`src/rtl/ser_pkg.sv`:
```
// Shared types and constants for the bit serializer.
// Frame length grows by one when BIT_SERIALIZER_PARITY_EN appends a parity bit.
package ser_pkg;

    typedef enum logic {
        IDLE  = 1'b0,
        SHIFT = 1'b1
    } ser_state_e;

    localparam logic SER_IDLE_LEVEL = 1'b0;

    function automatic int frame_len(input int width, input bit parity_en);
        return parity_en ? width + 1 : width;
    endfunction

endpackage

```
`src/rtl/bit_serializer.sv`:
```
// Parallel-to-serial front end: valid/ready word in, one bit per clock out, gapless back-to-back.
// Define BIT_SERIALIZER_PARITY_EN to append an even-parity bit to each frame.
module bit_serializer
    import ser_pkg::*;
#(
    parameter int WIDTH     = 8,
    parameter bit MSB_FIRST = 1'b1
) (
    input  logic             clk,
    input  logic             nrst,
    input  logic [WIDTH-1:0] data_in,
    input  logic             data_valid,
    output logic             data_ready,
    output logic             ser_out,
    output logic             ser_valid,
    output logic             frame_start,
    output logic             busy
);

`ifdef BIT_SERIALIZER_PARITY_EN
    localparam bit PARITY_EN = 1'b1;
`else
    localparam bit PARITY_EN = 1'b0;
`endif
    localparam int                 FRAME_LEN = frame_len(WIDTH, PARITY_EN);
    localparam int                 CNT_W     = $clog2(FRAME_LEN + 1);
    localparam logic [CNT_W-1:0]   LAST_CNT  = CNT_W'(FRAME_LEN - 1);

    ser_state_e           state_q;
    logic [FRAME_LEN-1:0] sr_q;
    logic [CNT_W-1:0]     cnt_q;
    logic                 ser_out_q;
    logic                 ser_valid_q;
    logic                 frame_start_q;

    logic [FRAME_LEN-1:0] frame_d;
    logic [FRAME_LEN-1:0] load_rest_d;
    logic [FRAME_LEN-1:0] sr_d;
    logic                 load_bit_d;
    logic                 next_bit_d;
    logic                 last_bit;
    logic                 accept;

    // Parity sits at the end of the frame in transmit order, whichever way we shift.
`ifdef BIT_SERIALIZER_PARITY_EN
    always_comb begin
        if (MSB_FIRST) frame_d = {data_in, ^data_in};
        else           frame_d = {^data_in, data_in};
    end
`else
    assign frame_d = data_in;
`endif

    // First bit goes straight to ser_out on accept; the register keeps only the remainder.
    always_comb begin
        if (MSB_FIRST) begin
            load_bit_d  = frame_d[FRAME_LEN-1];
            load_rest_d = frame_d << 1;
            next_bit_d  = sr_q[FRAME_LEN-1];
            sr_d        = sr_q << 1;
        end else begin
            load_bit_d  = frame_d[0];
            load_rest_d = frame_d >> 1;
            next_bit_d  = sr_q[0];
            sr_d        = sr_q >> 1;
        end
    end

    assign last_bit   = (state_q == SHIFT) && (cnt_q == LAST_CNT);
    assign data_ready = (state_q == IDLE) || last_bit;
    assign accept     = data_valid && data_ready;

    always_ff @(posedge clk or negedge nrst) begin
        if (!nrst) begin
            state_q       <= IDLE;
            sr_q          <= '0;
            cnt_q         <= '0;
            ser_out_q     <= SER_IDLE_LEVEL;
            ser_valid_q   <= 1'b0;
            frame_start_q <= 1'b0;
        end else if (accept) begin
            state_q       <= SHIFT;
            sr_q          <= load_rest_d;
            cnt_q         <= '0;
            ser_out_q     <= load_bit_d;
            ser_valid_q   <= 1'b1;
            frame_start_q <= 1'b1;
        end else if (last_bit) begin
            state_q       <= IDLE;
            sr_q          <= '0;
            cnt_q         <= '0;
            ser_out_q     <= SER_IDLE_LEVEL;
            ser_valid_q   <= 1'b0;
            frame_start_q <= 1'b0;
        end else if (state_q == SHIFT) begin
            sr_q          <= sr_d;
            cnt_q         <= cnt_q + CNT_W'(1);
            ser_out_q     <= next_bit_d;
            frame_start_q <= 1'b0;
        end
    end

    assign ser_out     = ser_out_q;
    assign ser_valid   = ser_valid_q;
    assign frame_start = frame_start_q;
    assign busy        = (state_q == SHIFT);

endmodule
```
`config.mk`:
```
export PLATFORM = sky130hd
export DESIGN_NAME = bit_serializer
export DESIGN_NICKNAME = d
export VERILOG_FILES = /design/src/rtl/ser_pkg.sv /design/src/rtl/bit_serializer.sv
export SDC_FILE = /design/constraint.sdc
export NUM_CORES = 1
export LEC_CHECK = 0
export BUFFER_PORTS_ARGS = -buffer_cell sky130_fd_sc_hd__buf_4
export CAP_MARGIN = 20
export CORE_UTILIZATION = 40
export DETAILED_ROUTE_END_ITERATION = 7
export GPL_TIMING_DRIVEN = 0
export HOLD_SLACK_MARGIN = 0.1
export MAX_ROUTING_LAYER = met4
export PLACE_DENSITY = 0.63
export SLEW_MARGIN = 20
export SYNTH_ARGS = -nofsm -noshare
export SYNTH_HDL_FRONTEND = slang
export SYNTH_SLANG_ARGS = --single-unit
```
`constraint.sdc`:
```
create_clock -name clk -period 2.2 [get_ports clk]
set_clock_uncertainty 0.1 [all_clocks]
set_input_delay 0.44 -clock clk [delete_from_list [all_inputs] [get_ports clk]]
set_output_delay 0.44 -clock clk [all_outputs]
set_load 0.01 [all_outputs]
```
==> flow_summary.yaml, run 1 <==
critical_path:
  rrSetupSlack_ns: 0.61
  worst_ep_arrival_time_ns: 1.50
  worstSetupStartpointType: "flop"
  criticalPathCategory: "flop to output port"
  required_ns: 1.66
  critPathMaxFanout: 9
  ff2ff_path_depth: 5
  max_stage_delay_ns: 0.41
  path_cells: "ha_1 -> nand3b_1 -> and2_4 -> buf_6 -> inv_1 -> buf_4"
  slowest_stage: "dfrtp_1"
  r2r_end: "sr_q[4]"
  timing.rr.start: "cnt_q[0]"
  end_kind: "output port"
routing:
  drt-vias-per-instance: 5.162
  vias: 573
  drc: 0
  ant_nets: 0
  routed_wl_mm: 1.408
  initialDrtViolationCount: 12
  drt_pass1_iterations: 4
  wl_per_cell_um: 12.68
grt:
  grt_use_total_pct: 17.92
  antenna_found_initial: 0
  gr-total-overflow: 0
  grt_pass1_vias: 546
  grt_max_degree: 15
  grt_pass1_wl_mm: 2.380
layout:
  area_growth_pct: 24.35
  num-nets-final: 101
  multi_input_area_um2: 327.8
  drive_above_1_share_pct: 29.89
  fillers: 150
  fin_cells: 111
  num_antenna_cells: 0
  final_cell_mix: "16 x buf_4, 14 x dfrtp_1, 9 x nor2_1"
  seq_area_um2: 350.3
  final_common_cell: "buf_4"
  final_core_util_pct: 56.12
floorplanning:
  ios: 16
  die_h_um: 44.41
  start_util_pct: 45.13
  std_cell_rows: 14
  core_area_um2: 1594
  die-area_um2: 1972
  die_x_um: 44.41
sta:
  finalMaxSlewViolations: 0
  setup_tns_ns: 0
  finalSetupViolations: 0
  finalHoldViolCount: 0
  fin_crit_sh_pct: 92.75
  tightest_slew_ns: 0.3525
  rsz0062_at_grt: "no"
  fin_crit_ns: 2.040
  hold_ws_ns: 0.2797
  max_freq_mhz: 490.1
  relSlewSlack_pct: 76.50
synthesis:
  yosysTopAreaCell: "dfrtp_1"
  netlist_area_um2: 719.4
  synth_cell_types: 21
  synth_top_cell_area_share_pct: 48.70
  ys_seq_area_share_pct: 48.70
  synth.area.top_cells: "dfrtp_1 49%, mux2i_1 11%, a221o_1 9.7%"
  netlist_instances: 68
  synth_warnings: 0
  syn_area_per_cell_um2: 10.58
  ys_seq_elements: 14
  syn_nets: 80
clock_network:
  post_cts_buffers: 0
  insertion_delay_ns: 0.28
  postCtsHoldBufs: 1
  clkTransAtPathRegs_ns: 0.08
  cts_tree: "built"
  numCtsBuffers: 3
  cts_resized: 0
  root_buffer: "clkbuf_4"
  h-tree-depth: 1
  clock_path_buffers: 2
  cts_sinks: 14
power_and_ir_drop:
  p_int_mw: 0.6351
  clockPowerShare_pct: 14.8
  powerDensity_nw_per_um2: 1075
  finalPower_mw: 0.9618
  power_leakage_nw: 0.4454
  swShare_pct: 33.97
  comb_power_share_pct: 41.6
  power.switching_mw: 0.3267
  seq_power_share_pct: 43.6
  max-vdd-ir-drop_mv: 0.6786
run:
  maxCapViolCount: 0
status:
  outcome: "finished, final reports clean"
hold_path:
  hp-class: "primary input to flop"
  whs_path_depth: 3
  whs_endpoint: "sr_q[1]"
  hold_path.startpoint: "data_in[0]"
placed_design:
  place.gp.congestion: 0.7823
  io_buffers: 15
  place_hpwl_um: 978.4
  place_inst: 107
[power groups by stage]
| stage | registers, mW | logic, mW | clock network (mW) |
|---|---|---|---|
| floorplan | 0.415 | 0.283 | 0 |
| global route | 0.433 | 0.451 | 0.154 |
| detailed placement | 0.423 | 0.405 | 0 |
| CTS | 0.418 | 0.409 | 0.144 |
| global placement | 0.423 | 0.397 | 0 |
| finish | 0.420 | 0.400 | 0.143 |
[critical path: cells and delay by family, from the launching register on]
family	cells	cell delay [ns]
adders and majority gates	1	0.25
buffers and inverters	3	0.29
DFF	1	0.41
and+or+nand+nor	2	0.27
[state kept, by name, summed over array words and instances, names as in the netlist]
name / flops
sr_q: 7
cnt_q: 4
frame_start: 1
ser_out: 1
ser_valid: 1
[cell usage after synthesis]
cell	instances
and2_4	1
or2b_1	1
buf_2	3
ha_1	1
or4b_1	1
o21ai_0	3
buf_4	1
dfrtp_1	14
o21bai_1	1
nand2_1	7
mux2i_1	8
and4b_2	1
nand3_1	3
inv_1	1
nor2_1	9
clkbuf_1	1
buf_6	1
a221o_1	7
nand3b_1	2
xor2_1	1
or2_2	1
[per-stage QoR]
step                area, um^2  setup slack, ns
floorplan                719.4           0.6360
global placement         862.1           0.4630
detailed placement       862.1           0.4526
CTS                      894.6           0.1493
global route             894.6          0.06713
finish                   894.6           0.1595
[cells by family (layout without fill, tap and decap cells)]
group           count (synthesis)  after routing  share of synthesized area [%]
fa+ha+maj                       1              1                          1.739
flops                          14             14                          48.70
compound gates                 11             11                          12.87
xor+xnor                        1              1                          1.218
mux                             8              8                          11.13
buf+inv                         7             26                          5.738
simple gates                   26             26                          18.61
[worst max path at each step]
stage                       endpoint  startpoint
after floorplan           data_ready    cnt_q[0]
final                     data_ready    cnt_q[0]
after detailed placement  data_ready    cnt_q[0]
after CTS                 data_ready    cnt_q[0]
after global placement    data_ready    cnt_q[0]
after global routing      data_ready    cnt_q[0]
[routing by layer]
metal	vias to the layer above	GRT usage, %	part of all wire, %
li1	280	-	-
met1	273	23.24	52
met2	15	26.47	42
met3	5	2.449	3.3
met4	0	10.91	2.3
met5	-	-	0
[area by class of cell]
| type | count | share of cell area (%) |
|---|---|---|
| sequential | 14 | 39.16 |
| multi-input combinational | 47 | 36.64 |
| timing repair buffer | 16 | 13.71 |
| buffer | 6 | 4.196 |
| tap | 24 | 3.357 |
| clock buffer | 3 | 2.517 |
| inverter | 1 | 0.4196 |
(Power assumes the default switching activity.)
==> inputs of run 2 (changes only) <==
==> constraint.sdc (replaced) <==
create_clock -name clk -period 2.2 [get_ports clk]
set_clock_uncertainty 0.1 [all_clocks]
set_input_delay 0.11 -clock clk [delete_from_list [all_inputs] [get_ports clk]]
set_output_delay 0.11 -clock clk [all_outputs]
set_load 0.01 [all_outputs]
==> flow_summary.yaml, run 2 (same netlist as run 1, synthesis figures left out) <==
routing:
  routed_wl_mm: 1.491
  wl_per_cell_um: 12.53
  drc: 0
  drt-vias-per-instance: 4.958
  ant_nets: 0
  initialDrtViolationCount: 13
  vias: 590
  drt_pass1_iterations: 4
power_and_ir_drop:
  max-vdd-ir-drop_mv: 0.6832
  powerDensity_nw_per_um2: 1000
  clockPowerShare_pct: 14.5
  power.switching_mw: 0.3303
  p_int_mw: 0.6445
  finalPower_mw: 0.9748
  power_leakage_nw: 0.4788
  seq_power_share_pct: 43.0
  swShare_pct: 33.89
  comb_power_share_pct: 42.4
critical_path:
  end_kind: "output port"
  criticalPathCategory: "flop to output port"
  ff2ff_path_depth: 5
  worst_ep_arrival_time_ns: 1.51
  worstSetupStartpointType: "flop"
  rrSetupSlack_ns: 0.61
  slowest_stage: "dfrtp_1"
  timing.rr.start: "cnt_q[0]"
  critPathMaxFanout: 9
  path_cells: "ha_1 -> nand3b_1 -> and2_4 -> buf_6 -> inv_1 -> buf_4"
  r2r_end: "sr_q[4]"
  max_stage_delay_ns: 0.41
  required_ns: 1.99
sta:
  tightest_slew_ns: 0.3655
  fin_crit_ns: 1.719
  finalMaxSlewViolations: 0
  finalHoldViolCount: 0
  fin_crit_sh_pct: 78.15
  setup_tns_ns: 0
  max_freq_mhz: 581.6
  rsz0062_at_grt: "no"
  relSlewSlack_pct: 75.63
  finalSetupViolations: 0
grt:
  antenna_found_initial: 0
  grt_pass1_vias: 547
  met3_usage_pct: 2.449
  busiest_layer: "met2"
  met2_usage_pct: 27.06
  grt_pass1_wl_mm: 2.435
  grtUsageMet1_pct: 24.02
  gr-total-overflow: 0
  grt_max_degree: 15
  grt_use_total_pct: 18.36
layout:
  area_growth_pct: 35.48
  regMostFlops: "sr_q"
  final_cell_mix: "16 x buf_4, 14 x dfrtp_1, 9 x nor2_1, 9 x dlygate4sd3_1, 8 x mux2i_1"
  final_common_cell: "buf_4"
  fillers: 141
  reg_top3: "sr_q x7, cnt_q x4"
  largest_register_ffs: 7
  num_antenna_cells: 0
  final_core_util_pct: 61.15
  drive_above_1_share_pct: 27.37
  num-nets-final: 109
clock_network:
  post_cts_buffers: 0
  clkTransAtPathRegs_ns: 0.08
  root_buffer: "clkbuf_4"
  cts_tree: "built"
  cts_sinks: 14
  clock_path_buffers: 2
  h-tree-depth: 1
  numCtsBuffers: 3
  insertion_delay_ns: 0.27
floorplanning:
  std_cell_rows: 14
  die_x_um: 44.41
  die_h_um: 44.41
  core_area_um2: 1594
  start_util_pct: 45.13
  ios: 16
  die-area_um2: 1972
hold_path:
  hp-class: "primary input to asynchronous set/reset pin"
placed_design:
  place.gp.congestion: 0.7823
  io_buffers: 15
  place_hpwl_um: 978.4
run:
  maxCapViolCount: 0
status:
  outcome: "finished, final reports clean"
## run 2: changes by cell type in the layout (fill, tap and decap cells not counted), sizes merged
cell         before  now
dlygate4sd3       1    9
## run 2: worst max-delay path, delay by kind of cell, from the launching register on
| family | cells | cell delay, ns |
|---|---|---|
| DFF | 1 | 0.41 |
| buffers and inverters | 3 | 0.29 |
| and+or+nand+nor | 2 | 0.28 |
| adders and majority gates | 1 | 0.25 |
## run 2: stage by stage
step,hold slack (ns),setup slack (ns),std cells,cell area (um^2)
6_report,0.1154,0.4806,119,974.7
5_1_grt,0.1290,0.3971,119,974.7
4_1_cts,0.1204,0.4793,119,974.7
3_5_place_dp,-0.1289,0.6123,107,862.1
3_3_place_gp,-0.1304,0.6125,107,862.1
2_1_floorplan,-0.2856,0.7113,68,719.4
## run 2: cell type report
| cell class | instances | area [um^2] | share of cell area, % |
|---|---|---|---|
| clock buffers | 3 | 22.52 | 2.311 |
| multi-input cells | 47 | 327.8 | 33.63 |
| repair buffers | 24 | 202.7 | 20.80 |
| well taps | 24 | 30.03 | 3.081 |
| inverters | 1 | 3.754 | 0.3851 |
| plain buffers | 6 | 37.54 | 3.851 |
| flip-flops and latches | 14 | 350.3 | 35.94 |
## run 2: worst max path at each step
| stage | from | endpoint | cells past startpoint |
|---|---|---|---|
| after floorplan | cnt_q[0] | ser_out | 4 |
| after global placement | cnt_q[0] | sr_q[3] | 4 |
| after global routing | cnt_q[0] | data_ready | 6 |
| after detailed placement | cnt_q[0] | sr_q[2] | 4 |
| after CTS | cnt_q[0] | data_ready | 6 |
| final | cnt_q[0] | data_ready | 6 |
## run 2: routing by layer
layer / part of all wire [%] / vias to the layer above / wire length, um
met5: 0 / - / 0
met4: 1.0 / 0 / 15
met3: 3.0 / 2 / 44
met2: 44 / 14 / 662
met1: 52 / 278 / 769
li1: - / 296 / -
## run 2: power by group through the flow
stage                     clock network [mW]  logic, mW  registers (mW)
after floorplan                            0      0.283           0.415
after global placement                     0      0.397           0.423
after detailed placement                   0      0.405           0.423
after CTS                              0.144      0.420           0.418
after global routing                   0.154      0.463           0.433
final                                  0.142      0.414           0.420
## run 2: repair_timing
item	CTS	global route
endpoints found under the hold margin	22	0
gates resized for setup	0	0
hold buffers	9	0
==> inputs of run 3 (changes only) <==
--- a/config.mk
+++ b/config.mk
@@ -5,6 +5,7 @@
 export SDC_FILE = /design/constraint.sdc
 export NUM_CORES = 1
 export LEC_CHECK = 0
+export ABC_AREA = 1
 export BUFFER_PORTS_ARGS = -buffer_cell sky130_fd_sc_hd__buf_4
 export CAP_MARGIN = 20
 export CORE_UTILIZATION = 40
@@ -12,7 +13,7 @@
 export GPL_TIMING_DRIVEN = 0
 export HOLD_SLACK_MARGIN = 0.1
 export MAX_ROUTING_LAYER = met4
-export PLACE_DENSITY = 0.63
+export PLACE_DENSITY = 0.62
 export SLEW_MARGIN = 20
 export SYNTH_ARGS = -nofsm -noshare
 export SYNTH_HDL_FRONTEND = slang
==> constraint.sdc (replaced) <==
create_clock -name clk -period 1.7 [get_ports clk]
set_clock_uncertainty 0.1 [all_clocks]
set_input_delay 0.085 -clock clk [delete_from_list [all_inputs] [get_ports clk]]
set_output_delay 0.085 -clock clk [all_outputs]
set_load 0.01 [all_outputs]
==> flow_summary.yaml, run 3 <==
status:
  outcome: "finished, final reports clean"
synthesis:
  synth_compound_area_share_pct: 8.594
  synthXorXnorAreaFrac_pct: 1.094
  synth_common_cells: "19 x nand2_1, 14 x dfrtp_1, 12 x nand3_1"
  synth.area.top_cells: "dfrtp_1 44%, nand2_1 8.9%, nand3_1 7.5%"
  ys_seq_elements: 14
  synth_cell_types: 18
  ys_async_sr_fraction_pct: 100.0
  syn_area_per_cell_um2: 8.897
  ys.flop_type: "dfrtp_1"
  syn_nets: 102
  yosysTopAreaCell: "dfrtp_1"
  netlist_area_um2: 800.8
  synth_warnings: 0
  yosysMostFrequentCell: "nand2_1"
  synth_top_cell_area_share_pct: 43.75
  synth-adder-area-share_pct: 1.563
  synth_top_family_by_area: "simple AND/OR/NAND/NOR gates"
  netlist_instances: 90
  synth.area.mux_share_pct: 0
  ys_seq_area_share_pct: 43.75
  synth_edf_count: 0
  synth-simple-area-share_pct: 32.66
routing:
  drc: 0
  drt-vias-per-instance: 4.607
  drt_pass1_iterations: 4
  wl_per_cell_um: 11.14
  initialDrtViolationCount: 7
  vias: 668
  ant_nets: 0
  routed_wl_mm: 1.615
sta:
  finalHoldViolCount: 0
  finalSetupViolations: 0
  tightest_slew_ns: 0.6849
  setup_tns_ns: 0
  finalMaxSlewViolations: 0
  setup_ws_ns: 0.1168
  fin_crit_ns: 1.583
  rsz0062_at_grt: "no"
  fin_crit_sh_pct: 93.13
  relSlewSlack_pct: 54.19
  hold_ws_ns: 0.3897
  max_freq_mhz: 631.6
grt:
  grt_pass1_vias: 595
  grtUsageMet1_pct: 23.37
  busiest_layer: "met2"
  grt_pass1_wl_mm: 2.663
  grt_max_degree: 15
  met3_usage_pct: 4.615
  met2_usage_pct: 28.61
  gr-total-overflow: 0
  antenna_found_initial: 0
  grt_use_total_pct: 18.26
power_and_ir_drop:
  p_int_mw: 0.9279
  powerDensity_nw_per_um2: 1356
  power_leakage_nw: 0.5564
  comb_power_share_pct: 47.1
  clockPowerShare_pct: 16.6
  max-vdd-ir-drop_mv: 0.6218
  power.switching_mw: 0.5544
  swShare_pct: 37.40
  finalPower_mw: 1.482
  seq_power_share_pct: 36.3
layout:
  largest_register_ffs: 7
  area_growth_pct: 36.56
  num_antenna_cells: 0
  final_core_util_pct: 60.69
  final_area_um2: 1094
  final_cell_mix: "19 x nand2_1, 18 x buf_4, 14 x dfrtp_1"
  fillers: 186
  reg_top3: "sr_q x7, cnt_q x4"
  num-nets-final: 133
  drive_above_1_share_pct: 36.67
  final_common_cell: "nand2_1"
  regMostFlops: "sr_q"
  fin_cells: 145
clock_network:
  clock_path_buffers: 2
  root_buffer: "clkbuf_4"
  clkTransAtPathRegs_ns: 0.09
  h-tree-depth: 1
  numCtsBuffers: 3
  insertion_delay_ns: 0.27
  cts_tree: "built"
  cts_sinks: 14
critical_path:
  required_ns: 1.51
  path_cells: "ha_2 -> nand3_4 -> nand2_4 -> buf_12 -> buf_4"
  worstSetupStartpointType: "flop"
  slowest_stage: "dfrtp_1"
  cp_top_family: "flip-flops"
  critPathMaxFanout: 10
  critPathBufInv: 2
  max_stage_delay_ns: 0.39
  criticalPathCategory: "flop to output port"
  worst_ep_arrival_time_ns: 1.40
  end_kind: "output port"
  rrSetupSlack_ns: 0.33
placed_design:
  place.gp.congestion: 0.6965
  io_buffers: 14
  pre_cts_ws_ns: 0.3076
  placed_area_um2: 937.1
  place_hpwl_um: 998.6
  place_inst: 129
floorplanning:
  start_util_pct: 44.44
  die_h_um: 46.74
  die_x_um: 46.74
  ios: 16
  die-area_um2: 2185
  std_cell_rows: 15
  core_area_um2: 1802
hold_path:
  hp-class: "flop to flop"
run:
  maxCapViolCount: 0
==> run 3: changes by cell type after synthesis, sizes merged, moves of 2 or more <==
cell / previous run / this run
o21ai: 3 / 1
nand2: 7 / 21
nand3b: 2 / 0
mux2i: 8 / 0
inv: 1 / 12
nand3: 3 / 19
a221o: 7 / 0
a21oi: 0 / 7
==> run 3: path summary, 6_finish.rpt <==
kind	depth (start not counted)	start	endpoint
min	2	sr_q[1]	sr_q[1]
min in group asynchronous	3	nrst	cnt_q[2]
min reg2reg	2	sr_q[1]	sr_q[1]
max in group asynchronous	3	nrst	sr_q[6]
max reg2reg	6	cnt_q[1]	sr_q[3]
max	5	cnt_q[1]	data_ready
==> run 3: kinds of logic after synthesis <==
group	after synthesis
compound gates	9
buf+inv	17
simple gates	48
xor+xnor	1
flops	14
fa+ha+maj	1
==> run 3: worst min-delay path, cell delays in order (launching register included) <==
cell     delay, ns
dfrtp_1       0.35
nand2_1       0.06
nand2_1       0.05
==> run 3: per-layer routing <==
| layer | wire length [um] | share of wire (%) |
|---|---|---|
| met5 | 0 | 0 |
| met1 | 770 | 48 |
| met2 | 786 | 49 |
| met3 | 46 | 2.8 |
| met4 | 12 | 0.74 |
==> run 3: final cells by class <==
type | instances | area, um^2 | area share (%)
multi-input combinational | 59 | 354.1 | 32.38
sequential | 14 | 350.3 | 32.04
timing repair buffer | 26 | 222.7 | 20.37
buffer | 5 | 53.80 | 4.920
inverter | 12 | 45.04 | 4.119
clock buffer | 4 | 36.28 | 3.318
tap | 25 | 31.28 | 2.860
==> run 3: power groups by stage <==
stage | Clock (mW) | Combinational, mW | Sequential, mW
6_report | 0.245 | 0.699 | 0.538
5_1_grt | 0.268 | 0.797 | 0.556
4_1_cts | 0.248 | 0.681 | 0.540
3_5_place_dp | 0 | 0.656 | 0.547
3_3_place_gp | 0 | 0.647 | 0.542
2_1_floorplan | 0 | 0.499 | 0.540
==> run 3: what timing repair did <==
item	CTS	global route
hold endpoints to repair	25	0
endpoints found under the setup margin	0	1
hold buffers	11	0
resized for setup	0	1
setup buffers	0	1
